[config.mk]
export PLATFORM = sky130hd
export DESIGN_NAME = fetch_unit
export DESIGN_NICKNAME = d
export VERILOG_FILES = /design/src/rtl/fetch_pkg.sv /design/src/rtl/fetch_queue.sv /design/src/rtl/fetch_unit.sv
export SDC_FILE = /design/constraint.sdc
export NUM_CORES = 1
export LEC_CHECK = 0
export BUFFER_PORTS_ARGS = -buffer_cell sky130_fd_sc_hd__buf_2
export CORE_ASPECT_RATIO = 1.25
export CORE_MARGIN = 8
export CORE_UTILIZATION = 41
export DETAILED_ROUTE_END_ITERATION = 16
export HOLD_SLACK_MARGIN = 0.05
export PLACE_DENSITY = 0.61
export SLEW_MARGIN = 20
export SYNTH_ARGS = -nofsm -noshare
export SYNTH_HDL_FRONTEND = slang
export SYNTH_SLANG_ARGS = --single-unit
export TNS_END_PERCENT = 30
[constraint.sdc]
create_clock -name clk -period 2.82 [get_ports clk]
set_clock_uncertainty 0.2 [all_clocks]
set_input_delay 0 -clock clk [delete_from_list [all_inputs] [get_ports clk]]
set_output_delay 0 -clock clk [all_outputs]
set_load 0.05 [all_outputs]
[src/rtl/fetch_pkg.sv]
// Shared types and constants for the instruction-fetch stage.
// Latency: n/a (types only). Backpressure: n/a.
// The queue entry carries the fetched word together with the address it was fetched from.
package fetch_pkg;

    localparam int ADDR_W  = 11;
    localparam int INSTR_W = 16;

    localparam logic [3:0] OPC_HLT = 4'hF;

    typedef struct packed {
        logic [INSTR_W-1:0] instr;
        logic [ADDR_W-1:0]  pc;
    } fetch_entry_t;

    function automatic logic is_hlt(input logic [INSTR_W-1:0] word);
        return word[INSTR_W-1 -: 4] == OPC_HLT;
    endfunction

endpackage

[src/rtl/fetch_queue.sv]
// Small synchronous FIFO of fetch entries; flush wins over push/pop.
// Latency: a pushed entry is visible at head the cycle after the push edge.
// Backpressure: push is dropped when full, pop is ignored when empty.
module fetch_queue
    import fetch_pkg::*;
#(
    parameter int QDEPTH = 2
) (
    input  logic                         clk,
    input  logic                         rst,
    input  logic                         push,
    input  logic                         pop,
    input  logic                         flush,
    input  fetch_entry_t                 din,
    output fetch_entry_t                 head,
    output logic [$clog2(QDEPTH+1)-1:0]  count,
    output logic                         full,
    output logic                         empty
);

    localparam int PTR_W = (QDEPTH > 1) ? $clog2(QDEPTH) : 1;
    localparam int CNT_W = $clog2(QDEPTH + 1);

    fetch_entry_t     mem [QDEPTH];
    fetch_entry_t     hold_q;
    logic [PTR_W-1:0] wr_ptr;
    logic [PTR_W-1:0] rd_ptr;
    logic             do_push;
    logic             do_pop;

    assign full    = (count == CNT_W'(QDEPTH));
    assign empty   = (count == '0);
    assign do_push = push && !full;
    assign do_pop  = pop && !empty;

    // When the queue drains, the head keeps showing the last entry it presented.
    assign head = empty ? hold_q : mem[rd_ptr];

    always_ff @(posedge clk) begin
        if (rst) begin
            wr_ptr <= '0;
            rd_ptr <= '0;
            count  <= '0;
            hold_q <= '0;
            for (int i = 0; i < QDEPTH; i++) begin
                mem[i] <= '0;
            end
        end else begin
            if (!empty) begin
                hold_q <= mem[rd_ptr];
            end
            if (flush) begin
                wr_ptr <= '0;
                rd_ptr <= '0;
                count  <= '0;
            end else begin
                if (do_push) begin
                    mem[wr_ptr] <= din;
                    wr_ptr      <= wr_ptr + 1'b1;
                end
                if (do_pop) begin
                    rd_ptr <= rd_ptr + 1'b1;
                end
                case ({do_push, do_pop})
                    2'b10:   count <= count + 1'b1;
                    2'b01:   count <= count - 1'b1;
                    default: count <= count;
                endcase
            end
        end
    end

endmodule

[src/rtl/fetch_unit.sv]
// Instruction fetch: owns the PC, reads the IM on the negedge and queues words for decode.
// Latency: word at PC reaches id_instr one cycle after im_rd_en; redirect shows 2 cycles after br_taken.
// Backpressure: id_ready only drains the queue; fetch stops when full. Optional FETCH_PERF_EN adds perf counters.
module fetch_unit
    import fetch_pkg::*;
#(
    parameter int                QDEPTH   = 2,
    parameter logic [ADDR_W-1:0] RESET_PC = '0
) (
    input  logic               clk,
    input  logic               rst,
    output logic [ADDR_W-1:0]  im_addr,
    output logic               im_rd_en,
    input  logic [INSTR_W-1:0] im_instr,
    input  logic               br_taken,
    input  logic [ADDR_W-1:0]  br_target,
    output logic               id_valid,
    input  logic               id_ready,
    output logic [INSTR_W-1:0] id_instr,
    output logic [ADDR_W-1:0]  id_pc,
    output logic               halted
`ifdef FETCH_PERF_EN
    ,
    output logic [15:0]        perf_fetch_cnt,
    output logic [15:0]        perf_stall_cnt
`endif
);

    logic [ADDR_W-1:0]            pc;
    logic                         halted_q;
    logic                         fetch_go;
    logic                         q_pop;
    logic                         q_full;
    logic                         q_empty;
    logic [$clog2(QDEPTH+1)-1:0]  q_count;
    fetch_entry_t                 q_din;
    fetch_entry_t                 q_head;

    // Fetch never looks at id_ready; a full queue is the only throttle.
    assign fetch_go = !rst && !halted_q && !br_taken && !q_full;
    assign q_pop    = id_ready && !q_empty && !br_taken;
    assign q_din    = '{instr: im_instr, pc: pc};

    assign im_addr  = pc;
    assign im_rd_en = fetch_go;
    assign id_valid = !rst && (q_count != '0);
    assign id_instr = q_head.instr;
    assign id_pc    = q_head.pc;
    assign halted   = halted_q;

    fetch_queue #(
        .QDEPTH (QDEPTH)
    ) u_queue (
        .clk   (clk),
        .rst   (rst),
        .push  (fetch_go),
        .pop   (q_pop),
        .flush (br_taken),
        .din   (q_din),
        .head  (q_head),
        .count (q_count),
        .full  (q_full),
        .empty (q_empty)
    );

    always_ff @(posedge clk) begin
        if (rst) begin
            pc       <= RESET_PC;
            halted_q <= 1'b0;
        end else if (br_taken) begin
            pc       <= br_target;
            halted_q <= 1'b0;
        end else if (fetch_go) begin
            pc <= pc + 1'b1;
            if (is_hlt(im_instr)) begin
                halted_q <= 1'b1;
            end
        end
    end

`ifdef FETCH_PERF_EN
    always_ff @(posedge clk) begin
        if (rst) begin
            perf_fetch_cnt <= '0;
            perf_stall_cnt <= '0;
        end else begin
            if (fetch_go && perf_fetch_cnt != 16'hFFFF) begin
                perf_fetch_cnt <= perf_fetch_cnt + 1'b1;
            end
            if (!halted_q && !br_taken && q_full && perf_stall_cnt != 16'hFFFF) begin
                perf_stall_cnt <= perf_stall_cnt + 1'b1;
            end
        end
    end
`endif

endmodule

---- Word level (Yosys, flattened, before mapping) ----
Memories as Yosys holds them, arrays and structs flattened. A register that Yosys moved wholly into a read port is not among the register bits.
Index checks and enable logic that the tools add are counted.
word-level totals
  register bits after elaboration ......... 43
  RAM bits ................................ 54
  input bits .............................. 31
  output and inout bits ................... 41
  word-level logic and storage cells ...... 52
  memories kept ........................... 1
memories
  memory       words  bits a word  rd ports  clocked after Yosys merged registers in  write ports  line               source
  u_queue.mem  2      27           1         1                                        2            fetch_queue.sv:24  fetch_entry_t mem [QDEPTH];
operators by class
  $add $sub $neg .......................... 5
  equality and inequality tests ........... 4
  muxes and demuxes ....................... 15
  reductions and logical operators ........ 20
operators by type and width
  cell                                                                    count
  27-bit two-way mux                                                      2
  27-bit OR reduction                                                     1
  11-bit two-way mux                                                      2
  11-bit by 1-bit adder with 11-bit output (second input constant)        1
  1-bit two-way mux                                                       10
  1-bit logical AND                                                       8
  2-bit nonzero test                                                      3
  1-bit zero test                                                         5
  2-bit equality test (second input constant)                             2
  4-bit equality test (second input constant)                             1
  2-bit case mux with 2 select lines                                      1
  1-bit adder (second input constant)                                     2
  2-bit by 1-bit adder with 2-bit output (second input constant)          1
  2-bit by 1-bit equality test with 1-bit output (second input constant)  1
  2-bit zero test                                                         1
  2-bit AND reduction                                                     1
  2-bit OR reduction                                                      1
  2-bit by 1-bit subtractor with 2-bit output (second input constant)     1

---- Longest topological paths before layout ----
  depth in word-level cells ............... 11
  mapped depth ............................ 9

---- By module ----
A second synthesis with hierarchy kept.
unflattened totals
  cell total of the unflattened synthesis .. 400
  area total of the unflattened synthesis .. 4,408.0 µm²
modules (own cells, without submodules)
  module       instances  cells each  area an instance (µm²)
  fetch_queue  1          320         3,724.8
  fetch_unit   1          80          683.2

---- Worst setup path after synthesis ----
Ideal clock, no wire load.
  path type ............................... reg-to-reg
  start point ............................. register halted_q, in the netlist halted
  end point ............................... memory u_queue.mem[1][0] (netlist bit) (enable)
  setup time .............................. 0.383 ns
  arrival time ............................ 2.043 ns
  path slack .............................. 0.194 ns
  stages on the path, launching flop included .. 7
  clock period less this slack ............ 2.626 ns
  path through ............................ dfxtp_1 > or3_1 > buf_6 > clkinv_2 > buf_6 > buf_8 > a21o_1
RTL lines
  item                    line               source
  start, declared         fetch_unit.sv:30   logic halted_q;
  start signal, assigned  fetch_unit.sv:69   halted_q <= 1'b0;
  start signal, assigned  fetch_unit.sv:72   halted_q <= 1'b0;
  start signal, assigned  fetch_unit.sv:76   halted_q <= 1'b1;
  end, declared           fetch_queue.sv:24

---- Worst setup path after layout ----
  start point ............................. register u_queue.count[1]
  end point ............................... register pc[7], in the netlist im_addr[7]
between the ends
  word-level cells in the longest chain between the ends .. 4
ends and longest elaborated chain
  item                                 line               source
  start, declared                      fetch_queue.sv:16  output logic [$clog2(QDEPTH+1)-1:0] count,
  start signal, assigned               fetch_queue.sv:65  2'b10: count <= count + 1'b1;
  start signal, assigned               fetch_queue.sv:66  2'b01: count <= count - 1'b1;
  start signal, assigned               fetch_queue.sv:67  default: count <= count;
  2-bit equality test                  fetch_queue.sv:31  assign full = (count == CNT_W'(QDEPTH));
  1-bit zero test                      fetch_unit.sv:40   assign fetch_go = !rst && !halted_q && !br_taken && !q_full;
  1-bit logical AND                    fetch_unit.sv:40
  2-bit nonzero test (no source line)  --
  end signal, assigned                 fetch_unit.sv:71   pc <= br_target;
  end signal, assigned                 fetch_unit.sv:74   pc <= pc + 1'b1;
  end, declared                        fetch_unit.sv:29   logic [ADDR_W-1:0] pc;
Every way passes these cells.
A chain may end at the register's enable or synchronous reset.

==> metrics <==
Clock Latency Late Sink 340 ps; Post-synth EDFFs 54; M1 GR Usage 16.3%; critical path arrival 2680 ps; initial antenna violation count 0; critical path required time 2900 ps; CTS Sinks 98; Max H-tree Level 3; reg2reg path depth 5; total track usage 13.7%; xor/xnor share of the synthesized area 1.88%; status completed; Async SR Flop Fraction 0%; Synth Area in Compound Gates 6.94%; first-pass GRT wire length 14900 µm; worst setup margin 217 ps; setup bufs post-CTS 0; Max Slew Vio Count 0; kind of critical path reg2reg; Endpoint, Worst Hold im_addr[6]; Post-Route WL 9020 µm; Post-Route Setup TNS 0 ps; ratio of cells with drive above 1 in the final layout 21.1%; Ys Warns 0; Die X 107 µm; Critical Path Source Type register; Register Area 2500 µm²; total CTS buffers 9; crit end category register; Reg2Reg Setup Slack 220 ps; Congestion Overflow GR 0; DRT iter0 DRCs 95; CP startpoint u_queue.count[1]; Leak 2.18 nW; Layout Cells excl Fill 604; Mapped Area 4200 µm²; Post-CTS Resized 0; worst hold slack 76.1 ps; Top Ports 72; dpl hpwl 5940 µm; CTS Root Cell clkbuf_16; maximum VDD drop 0.314 mV; post-synthesis adder-cell area fraction 0.596%; Core ar. 10100 µm²; ys flop type edfxtp_1; Layout Nets 503; pre-CTS setup slack 321 ps; RSZ-0062 raised after global routing false; vias in the first global route 2978; final hold viol count 0; slew margin rel. 52.1%; Post-CTS Hold Buffers 34; M2 GR Usage 23.4%; Inst Count DP 554; Syn Area/Cell 11.4 µm²; synthesized instance count 370; Seq cells post-synth 98; die height 129 µm; remaining antenna violation count after routing 0; Fillers 939; Hold Crit Depth 3; Starting Density 41.8%; hold wc startpoint br_taken; min Tclk post-route 2600 ps; sequential area share after synthesis 59.6%; Fmax achieved 0.384 GHz; Cell Pwr Density 618 nW/µm²; post-synth cell types 44; routed len/inst 14.9 µm; Tcrit/Tclk final 92.3%; worst r2r src u_queue.count[1]; DRC 0; Power Total 3.27 mW; n_diodes 0; measured slew at the worst slew-check pin 716 ps; Max FO, Critical Path 11; Syn Nets 403; clk buf depth 2; reg-to-reg endpoint im_addr[7]; area of the multi-input gates 1530 µm²; PortBufs 71; busiest layer in global routing met2; routed vias 3000; mux contribution to synthesized area 6.43%; largest family of logic cells by synthesized area simple AND/OR/NAND/NOR gates; Reg clk slew, reported paths 70 ps; routed vias/inst 4.97; final-report setup violation count 0; CTS tree done; # rows 41; met3 usage 3.28%; Post-Synth Simple-Gate Area 20.4%; DR pass1 iterations 4; GPL Wtd Cong 0.800; die area 13800 µm²; largest net degree at the start of global routing 56; Min-Delay Path Class in2reg; area growth from synthesis to layout 25.9%; # Max-Cap Violations 0
==> critical path, cell delays in order (launching register included) <==
cell	delay (ps)
dfxtp_1	410
nor2b_1	620
nor3_2	180
and3_1	210
a2111oi_0	320
dlygate4sd3_1	590
==> synth_stat cells, types with 3 or more instances <==
cell      instances  area, µm²
nand3_1           3       15.0
clkbuf_1         12       45.0
and2_1           25        156
a311oi_1          4       35.0
edfxtp_1         54       1620
mux2i_1          27        270
nand2_1          30        113
o21ai_0          30        150
a211oi_1          5       37.5
nor3_1            3       15.0
nor2b_1          28        175
and3_1           28        175
and4_1            4       35.0
buf_6             6       67.6
buf_2             4       20.0
xnor2_1           7       61.3
a21oi_1           3       15.0
inv_1             3       11.3
dfxtp_1          44        881
nor2_1           21       78.8
==> through the flow <==
| stage | cell area, µm² | utilization, % |
|---|---|---|
| after global routing | 5290 | 52.6 |
| after detailed placement | 4640 | 46.1 |
| after global placement | 4640 | 46.1 |
| after floorplan | 4200 | - |
| final | 5290 | 52.6 |
| after CTS | 5290 | 52.6 |
==> cells in the final DEF (no fill, tap or decap), types with 3 or more instances in the layout <==
cell type and instances:
nor2_1 20, and4_1 4, dfxtp_1 43, inv_1 3, a311oi_1 4, a211oi_1 5
buf_4 9, clkbuf_16 9, mux2i_1 27, buf_2 71, nand2_1 30, xnor2_1 7
nand3_1 3, and2_1 25, nor3_1 3, dlygate4sd3_1 34, o21ai_0 30, and3_1 28
edfxtp_1 54, nor2b_1 28, a21oi_1 3, clkinv_2 3
==> routing by layer <==
metal	up-vias	routed length (µm)
met1	1426	3990
met5	-	0
met4	0	116
met2	52	4590
li1	1513	-
met3	9	330
==> layout make-up <==
class / instances / area share [%]
Clock buffer: 10 / 4.33
Clock inverter: 6 / 1.54
Inverter: 5 / 0.379
Multi-Input combinational cell: 242 / 28.9
Sequential cell: 98 / 47.3
Tap cell: 129 / 3.05
Timing Repair Buffer: 114 / 14.4
==> flip-flops by register name, summed over array words and instances, names as in the netlist, named ones only <==
| signal | count |
|---|---|
| u_queue.mem | 54 |
| u_queue.hold_q | 27 |
| im_addr | 11 |
| u_queue.count | 2 |
| halted | 1 |
| u_queue.rd_ptr | 1 |
| u_queue.wr_ptr | 1 |
==> logic make-up after synthesis <==
| logic type | Yosys count |
|---|---|
| AOI/OAI and AO/OA | 49 |
| xor gates and xnor gates | 9 |
| adders and majority gates | 2 |
| buffers and inverters | 30 |
| DFF | 98 |
| muxes | 27 |
| and+or+nand+nor | 155 |
==> worst max-delay path by stage <==
stage,cells past startpoint,to,slack [ps]
final,5,im_addr[7],220
after global routing,5,im_addr[7],10
after CTS,5,im_addr[10],240
after detailed placement,4,u_queue.mem[0][12],320
after global placement,4,u_queue.mem[0][11],380
after floorplan,6,u_queue.mem[1][0],190
==> power breakdown <==
| group | switching, mW | leakage [nW] | internal [mW] |
|---|---|---|---|
| logic | 0.246 | 1.11 | 0.128 |
| registers | 0.0376 | 0.924 | 1.58 |
| clock network | 0.505 | 0.150 | 0.771 |
Note: power is estimated with default switching activity, not from simulation.
